**config.mk**
```make
export PLATFORM = sky130hd
export DESIGN_NAME = mem_bus_arbiter
export DESIGN_NICKNAME = d
export VERILOG_FILES = /design/src/rtl/mem_bus_arbiter.sv
export SDC_FILE = /design/constraint.sdc
export NUM_CORES = 1
export LEC_CHECK = 0
export BUFFER_PORTS_ARGS = -buffer_cell sky130_fd_sc_hd__buf_2
export CAP_MARGIN = 25
export CORE_MARGIN = 3
export CORE_UTILIZATION = 47
export DETAILED_ROUTE_END_ITERATION = 8
export PLACE_DENSITY = 0.8
export RECOVER_POWER = 50
export REMOVE_ABC_BUFFERS = 1
export SLEW_MARGIN = 20
export SYNTH_ARGS = -nofsm -noshare
export SYNTH_HDL_FRONTEND = slang
export SYNTH_SLANG_ARGS = --single-unit
```
**constraint.sdc**
```tcl
create_clock -name clk -period 3.2 [get_ports clk]
set_input_delay 0.16 -clock clk [delete_from_list [all_inputs] [get_ports clk]]
set_output_delay 0.16 -clock clk [all_outputs]
set_load 0.005 [all_outputs]
```
**src/rtl/mem_bus_arbiter.sv**
```systemverilog
// Arbitrates one memory port between fetch and data: data wins unless a fetch has waited D_STREAK_MAX grants.
// Latency: bus driven the cycle after grant; ack pulses the cycle after m_ack_n is seen low (min 3 cycles/transfer).
// Backpressure: single outstanding transfer; requesters hold req until ack, stall covers the wait.
module mem_bus_arbiter #(
  parameter int         D_STREAK_MAX = 4,
  parameter int         TIMEOUT      = 15,
  parameter logic [1:0] FETCH_SIZE   = 2'b00
) (
  input  logic        clk,
  input  logic        rst,
  input  logic        i_req,
  input  logic [31:0] i_addr,
  output logic [31:0] i_rdata,
  output logic        i_ack,
  input  logic        d_req,
  input  logic        d_write,
  input  logic [1:0]  d_size,
  input  logic [31:0] d_addr,
  input  logic [31:0] d_wdata,
  output logic [31:0] d_rdata,
  output logic        d_ack,
  output logic        bus_err,
  output logic        stall,
  output logic        m_req,
  output logic        m_write,
  output logic [1:0]  m_size,
  output logic [31:0] m_addr,
  output logic [31:0] m_wdata,
  input  logic [31:0] m_rdata,
  input  logic        m_ack_n
);
  typedef enum logic [1:0] {IDLE, BUSY_I, BUSY_D, DONE} state_t;
  localparam int SW = $clog2(D_STREAK_MAX + 1);
  localparam int WW = $clog2(TIMEOUT + 1);

  state_t        state_q, state_d;
  logic [SW-1:0] streak_q, streak_d;
  logic [WW-1:0] wdog_q, wdog_d;
  logic          m_req_q, m_req_d, m_write_q, m_write_d;
  logic [1:0]    m_size_q, m_size_d;
  logic [31:0]   m_addr_q, m_addr_d, m_wdata_q, m_wdata_d;
  logic          i_ack_q, i_ack_d, d_ack_q, d_ack_d, bus_err_q, bus_err_d;
  logic [31:0]   i_rdata_q, i_rdata_d, d_rdata_q, d_rdata_d;
  logic          busy, acked, timed_out, fetch_due;
  logic [31:0]   rdata_in;

  assign busy      = (state_q == BUSY_I) || (state_q == BUSY_D);
  assign acked     = busy && !m_ack_n;
  assign timed_out = busy && m_ack_n && (wdog_q == WW'(TIMEOUT - 1));
  assign fetch_due = i_req && (streak_q == SW'(D_STREAK_MAX));
  // Stores return nothing; a timeout also returns zero data.
  assign rdata_in  = (acked && !m_write_q) ? m_rdata : 32'h0;

  always_ff @(posedge clk or negedge rst) begin
    if (!rst) begin
      state_q   <= IDLE;
      streak_q  <= '0;
      wdog_q    <= '0;
      m_req_q   <= 1'b0;
      m_write_q <= 1'b0;
      m_size_q  <= 2'b00;
      m_addr_q  <= 32'h0;
      m_wdata_q <= 32'h0;
      i_ack_q   <= 1'b0;
      d_ack_q   <= 1'b0;
      bus_err_q <= 1'b0;
      i_rdata_q <= 32'h0;
      d_rdata_q <= 32'h0;
    end else begin
      state_q   <= state_d;
      streak_q  <= streak_d;
      wdog_q    <= wdog_d;
      m_req_q   <= m_req_d;
      m_write_q <= m_write_d;
      m_size_q  <= m_size_d;
      m_addr_q  <= m_addr_d;
      m_wdata_q <= m_wdata_d;
      i_ack_q   <= i_ack_d;
      d_ack_q   <= d_ack_d;
      bus_err_q <= bus_err_d;
      i_rdata_q <= i_rdata_d;
      d_rdata_q <= d_rdata_d;
    end
  end

  always_comb begin
    state_d = state_q;
    case (state_q)
      IDLE: begin
        if (d_req && !fetch_due) state_d = BUSY_D;
        else if (i_req)          state_d = BUSY_I;
      end
      BUSY_I, BUSY_D: if (acked || timed_out) state_d = DONE;
      default:        state_d = IDLE;
    endcase
  end

  always_comb begin
    streak_d  = streak_q;
    wdog_d    = wdog_q;
    m_req_d   = m_req_q;
    m_write_d = m_write_q;
    m_size_d  = m_size_q;
    m_addr_d  = m_addr_q;
    m_wdata_d = m_wdata_q;
    i_ack_d   = 1'b0;
    d_ack_d   = 1'b0;
    bus_err_d = 1'b0;
    i_rdata_d = i_rdata_q;
    d_rdata_d = d_rdata_q;
    case (state_q)
      IDLE: begin
        wdog_d = '0;
        if (state_d == BUSY_D) begin
          if (!i_req)                             streak_d = '0;
          else if (streak_q != SW'(D_STREAK_MAX)) streak_d = streak_q + SW'(1);
          m_req_d   = 1'b1;
          m_write_d = d_write;
          m_size_d  = d_size;
          m_addr_d  = d_addr;
          m_wdata_d = d_wdata;
        end else if (state_d == BUSY_I) begin
          streak_d  = '0;
          m_req_d   = 1'b1;
          m_write_d = 1'b0;
          m_size_d  = FETCH_SIZE;
          m_addr_d  = i_addr;
          m_wdata_d = 32'h0;
        end
      end
      BUSY_I, BUSY_D: begin
        wdog_d = wdog_q + WW'(1);
        if (state_d == DONE) begin
          m_req_d   = 1'b0;
          m_write_d = 1'b0;
          m_size_d  = 2'b00;
          m_addr_d  = 32'h0;
          m_wdata_d = 32'h0;
          bus_err_d = timed_out;
          if (state_q == BUSY_I) begin
            i_ack_d   = 1'b1;
            i_rdata_d = rdata_in;
          end else begin
            d_ack_d   = 1'b1;
            d_rdata_d = rdata_in;
          end
        end
      end
      default: ;
    endcase
  end

  assign m_req   = m_req_q;
  assign m_write = m_write_q;
  assign m_size  = m_size_q;
  assign m_addr  = m_addr_q;
  assign m_wdata = m_wdata_q;
  assign i_ack   = i_ack_q;
  assign d_ack   = d_ack_q;
  assign bus_err = bus_err_q;
  assign i_rdata = i_rdata_q;
  assign d_rdata = d_rdata_q;
  assign stall   = (i_req & ~i_ack_q) | (d_req & ~d_ack_q);
endmodule
```
==> impl_metrics.xml <==
<?xml version="1.0" encoding="UTF-8"?>
<metrics>
  <group name="logic_synthesis">
    <metric name="postSynth.asyncResetShare" unit="">1.00</metric>
    <metric name="postSynthAreaPerCell" unit="µm²">11.6</metric>
    <metric name="mappedNetlistArea" unit="µm²">5860</metric>
    <metric name="synth.lib_cells_used.distinct" unit="">34</metric>
    <metric name="synth-warning-count" unit="">0</metric>
    <metric name="ys_dominant_reg_cell" unit="">sky130_fd_sc_hd__dfrtp_1</metric>
    <metric name="number_of_enable_type_register_cells_in_the_synthesized_netlist" unit="">0</metric>
    <metric name="ys_seq_elements" unit="">144</metric>
    <metric name="postSynthCellCount" unit="">504</metric>
    <metric name="synth-seq-area-share" unit="">0.615</metric>
  </group>
  <group name="timing">
    <metric name="final.setup_skew" unit="ps">12.3</metric>
    <metric name="timing_hold_violations_final" unit="">0</metric>
    <metric name="final-max-slew-violation-count" unit="">118</metric>
    <metric name="count_of_final_setup_violators" unit="">0</metric>
    <metric name="transition_at_the_pin_with_the_smallest_max_transition_slack" unit="ps">2540</metric>
    <metric name="post-route-period-util" unit="">0.946</metric>
    <metric name="rsz0062_at_grt" unit="">yes</metric>
    <metric name="slew_headroom" unit="">-0.691</metric>
    <metric name="clock.fmax" unit="MHz">330</metric>
    <metric name="post_layout_minimum_cycle_time" unit="ps">3030</metric>
  </group>
  <group name="power_and_ir_drop">
    <metric name="leakagePower" unit="nW">4.10</metric>
    <metric name="report.power.total" unit="mW">9.02</metric>
    <metric name="power.ir.vdd_worst" unit="V">0.000793</metric>
    <metric name="power_density" unit="nW/µm²">1080</metric>
  </group>
  <group name="status">
    <metric name="run_status" unit="">finished, violations left</metric>
    <metric name="violations" unit="">max-capacitance violations, max-slew violations</metric>
  </group>
  <group name="clock_tree">
    <metric name="ctsResizeCount" unit="">0</metric>
    <metric name="clock_tree.buffer_depth" unit="">2</metric>
    <metric name="cts-buffers-inserted" unit="">17</metric>
    <metric name="cts_root_buffer_type" unit="">sky130_fd_sc_hd__clkbuf_16</metric>
    <metric name="clock_tree_from_tritoncts" unit="">built</metric>
    <metric name="post-cts-setup-buffers" unit="">0</metric>
    <metric name="htree_levels" unit="">4</metric>
    <metric name="clk_pin_slew" unit="ps">60</metric>
    <metric name="worst_skew_pair.late_latency" unit="ps">420</metric>
    <metric name="cts.sinks" unit="">144</metric>
  </group>
  <group name="setup_path">
    <metric name="critical-path-max-stage-delay" unit="ps">490</metric>
    <metric name="rrSetupSlack" unit="ps">170</metric>
    <metric name="path_common_cell" unit="">sky130_fd_sc_hd__ha_1</metric>
    <metric name="cp.required" unit="ps">3470</metric>
    <metric name="critPathKind" unit="">flop to flop</metric>
    <metric name="worstPathCellList" unit="">inv_1 -&gt; ha_1 -&gt; nand2b_1 -&gt; o22ai_1 -&gt; ha_1 -&gt; nand3_2 -&gt; buf_12 -&gt; nand2_1 -&gt; o21ai_0</metric>
    <metric name="largest_delay_contributor_family_on_the_critical_path" unit="">adder cells</metric>
    <metric name="crit_slowest_cell" unit="">sky130_fd_sc_hd__nand3_2</metric>
    <metric name="cp.arrival" unit="ps">3300</metric>
    <metric name="startpoint_type" unit="">flop</metric>
    <metric name="cp.buffers_inverters" unit="">2</metric>
    <metric name="crit_path_max_fanout" unit="">38</metric>
    <metric name="kind_of_end_point_of_the_critical_path" unit="">flop</metric>
  </group>
  <group name="route">
    <metric name="drtIter0Drc" unit="">432</metric>
    <metric name="detail_route.drc_violations" unit="">0</metric>
    <metric name="routed_wire_length_per_instance" unit="µm">18.6</metric>
    <metric name="routed-via-count" unit="">5316</metric>
    <metric name="final_antenna_net_count" unit="">0</metric>
    <metric name="detail_route.vias_per_cell" unit="">5.31</metric>
    <metric name="drt-total-wl" unit="µm">18600</metric>
    <metric name="dr.pass1.iters" unit="">7</metric>
  </group>
  <group name="die">
    <metric name="rows" unit="">40</metric>
    <metric name="floorplan.core_area" unit="µm²">12100</metric>
    <metric name="die_width" unit="µm">118</metric>
    <metric name="initial_core_util" unit="">0.484</metric>
    <metric name="dieHeight" unit="µm">118</metric>
    <metric name="die_area" unit="µm²">13800</metric>
    <metric name="boundaryPins" unit="">272</metric>
  </group>
  <group name="placed_design">
    <metric name="hpwlAfterDp" unit="µm">11900</metric>
    <metric name="gp_congestion" unit="">0.932</metric>
    <metric name="port_buffers" unit="">271</metric>
  </group>
  <group name="cells_and_area">
    <metric name="post_route_cells_drive_above_1_share" unit="">0.277</metric>
    <metric name="num-nets-final" unit="">965</metric>
    <metric name="post-route-util" unit="">0.690</metric>
    <metric name="area_growth" unit="%">42.6</metric>
    <metric name="most-common-layout-cells" unit="">sky130_fd_sc_hd__buf_2, sky130_fd_sc_hd__dfrtp_1, sky130_fd_sc_hd__nand2_1</metric>
    <metric name="commonest_non_fill_non_tap_cell_in_the_layout" unit="">sky130_fd_sc_hd__buf_2</metric>
  </group>
  <group name="global_routing">
    <metric name="initial_antenna_violation_count" unit="">2</metric>
    <metric name="grt_start_max_net_pins" unit="">118</metric>
    <metric name="overflow" unit="">0</metric>
    <metric name="grt.total_usage" unit="">0.271</metric>
    <metric name="grt_pass1_wl" unit="µm">29700</metric>
    <metric name="vias_in_the_first_global_route" unit="">5486</metric>
  </group>
  <group name="flow_run">
    <metric name="timing.max_cap.violations" unit="">1</metric>
  </group>
  <group name="worst_hold_path">
    <metric name="type_of_the_worst_min_delay_path" unit="">primary input to flop</metric>
  </group>
</metrics>
## metrics by stage
stage	cells	setup TNS, ps	instance area (µm²)	setup WS (ps)	hold slack, ps
after floorplan	468	-5280	5660	-145	-136
after global placement	916	0	7350	472	366
after detailed placement	916	0	7350	252	383
after CTS	1001	0	8470	244	0.00527
after global routing	1002	-89.3	8360	-51.1	9.61
final	1002	0	8360	172	14.4
## cells by family (layout without fill, tap and decap cells)
logic type / count (synthesis) / count (layout) / share of synthesized area
buffers and inverters: 47 / 376 / 0.0416
other: 0 / 1 / 0
DFF: 144 / 144 / 0.615
muxes: 35 / 35 / 0.0600
and+or+nand+nor: 119 / 119 / 0.0871
AOI/OAI and AO/OA: 150 / 150 / 0.177
adders and majority gates: 9 / 9 / 0.0192
## power breakdown
group | switching (mW) | total [mW] | internal, mW
Clock | 0.759 | 1.93 | 1.17
Sequential | 0.450 | 3.03 | 2.58
Combinational | 2.40 | 4.07 | 1.67
## Yosys cell counts, types with 2 or more instances
library cell | count | area [µm²]
sky130_fd_sc_hd__nand2_1 | 101 | 379
sky130_fd_sc_hd__nor2_1 | 3 | 11.3
sky130_fd_sc_hd__nor3b_1 | 2 | 15.0
sky130_fd_sc_hd__buf_2 | 12 | 60.1
sky130_fd_sc_hd__nand3_1 | 3 | 15.0
sky130_fd_sc_hd__and4_1 | 2 | 17.5
sky130_fd_sc_hd__ha_1 | 9 | 113
sky130_fd_sc_hd__dfrtp_1 | 144 | 3600
sky130_fd_sc_hd__mux2i_1 | 34 | 340
sky130_fd_sc_hd__buf_8 | 3 | 45.0
sky130_fd_sc_hd__a22o_1 | 37 | 324
sky130_fd_sc_hd__o2bb2ai_1 | 32 | 280
sky130_fd_sc_hd__inv_1 | 11 | 41.3
sky130_fd_sc_hd__o22ai_1 | 3 | 18.8
sky130_fd_sc_hd__a21oi_1 | 3 | 15.0
sky130_fd_sc_hd__nand3b_1 | 2 | 15.0
sky130_fd_sc_hd__buf_6 | 2 | 22.5
sky130_fd_sc_hd__o21ai_0 | 61 | 305
sky130_fd_sc_hd__clkbuf_1 | 18 | 67.6
sky130_fd_sc_hd__nand2b_1 | 2 | 12.5
sky130_fd_sc_hd__o21ai_1 | 7 | 35.0
## final timing paths
kind                       cells past startpoint        start           to
setup / recovery                               9   state_q[1]   i_rdata[6]
min in group asynchronous                      2          rst  i_rdata[25]
hold / removal                                 3   m_rdata[0]   i_rdata[0]
hold reg to reg                                2  d_rdata[22]  d_rdata[22]
max in group asynchronous                      2          rst   m_addr[20]
setup reg to reg                               9   state_q[1]   i_rdata[6]
## repair_timing
action                     in CTS  in global routing
hold buffers                   53                  0
hold endpoints to repair      177                  0
setup endpoints to repair       0                  2
## flip-flops by register name, indices dropped and copies added, names as in the netlist
signal	cells
m_req	1
i_ack	1
m_wdata	32
wdog_q	4
m_write	1
i_rdata	32
m_addr	32
streak_q	3
d_ack	1
d_rdata	32
m_size	2
bus_err	1
state_q	2
## worst min-delay path, stage by stage
cell and delay, ps:
sky130_fd_sc_hd__buf_2 100, sky130_fd_sc_hd__nand2_1 60, sky130_fd_sc_hd__o21ai_0 70
## per-layer routing
metal  vias to the layer above  wire, µm  GRT usage
li1                       2415         -          -
met1                      2547      6700      0.303
met2                       306      9460      0.456
met3                        46      1880      0.106
met4                         2       558      0.131
met5                         -        11          0
## cell type report
type	count	area [µm²]
inverters	11	41.3
repair buffers	333	1890
flip-flops and latches	144	3600
multi-input cells	313	2030
diodes	1	2.50
clock inverters	12	134
well taps	168	210
fillers	885	3760
clock buffers	20	447
Power figures use the tool's default switching activity.
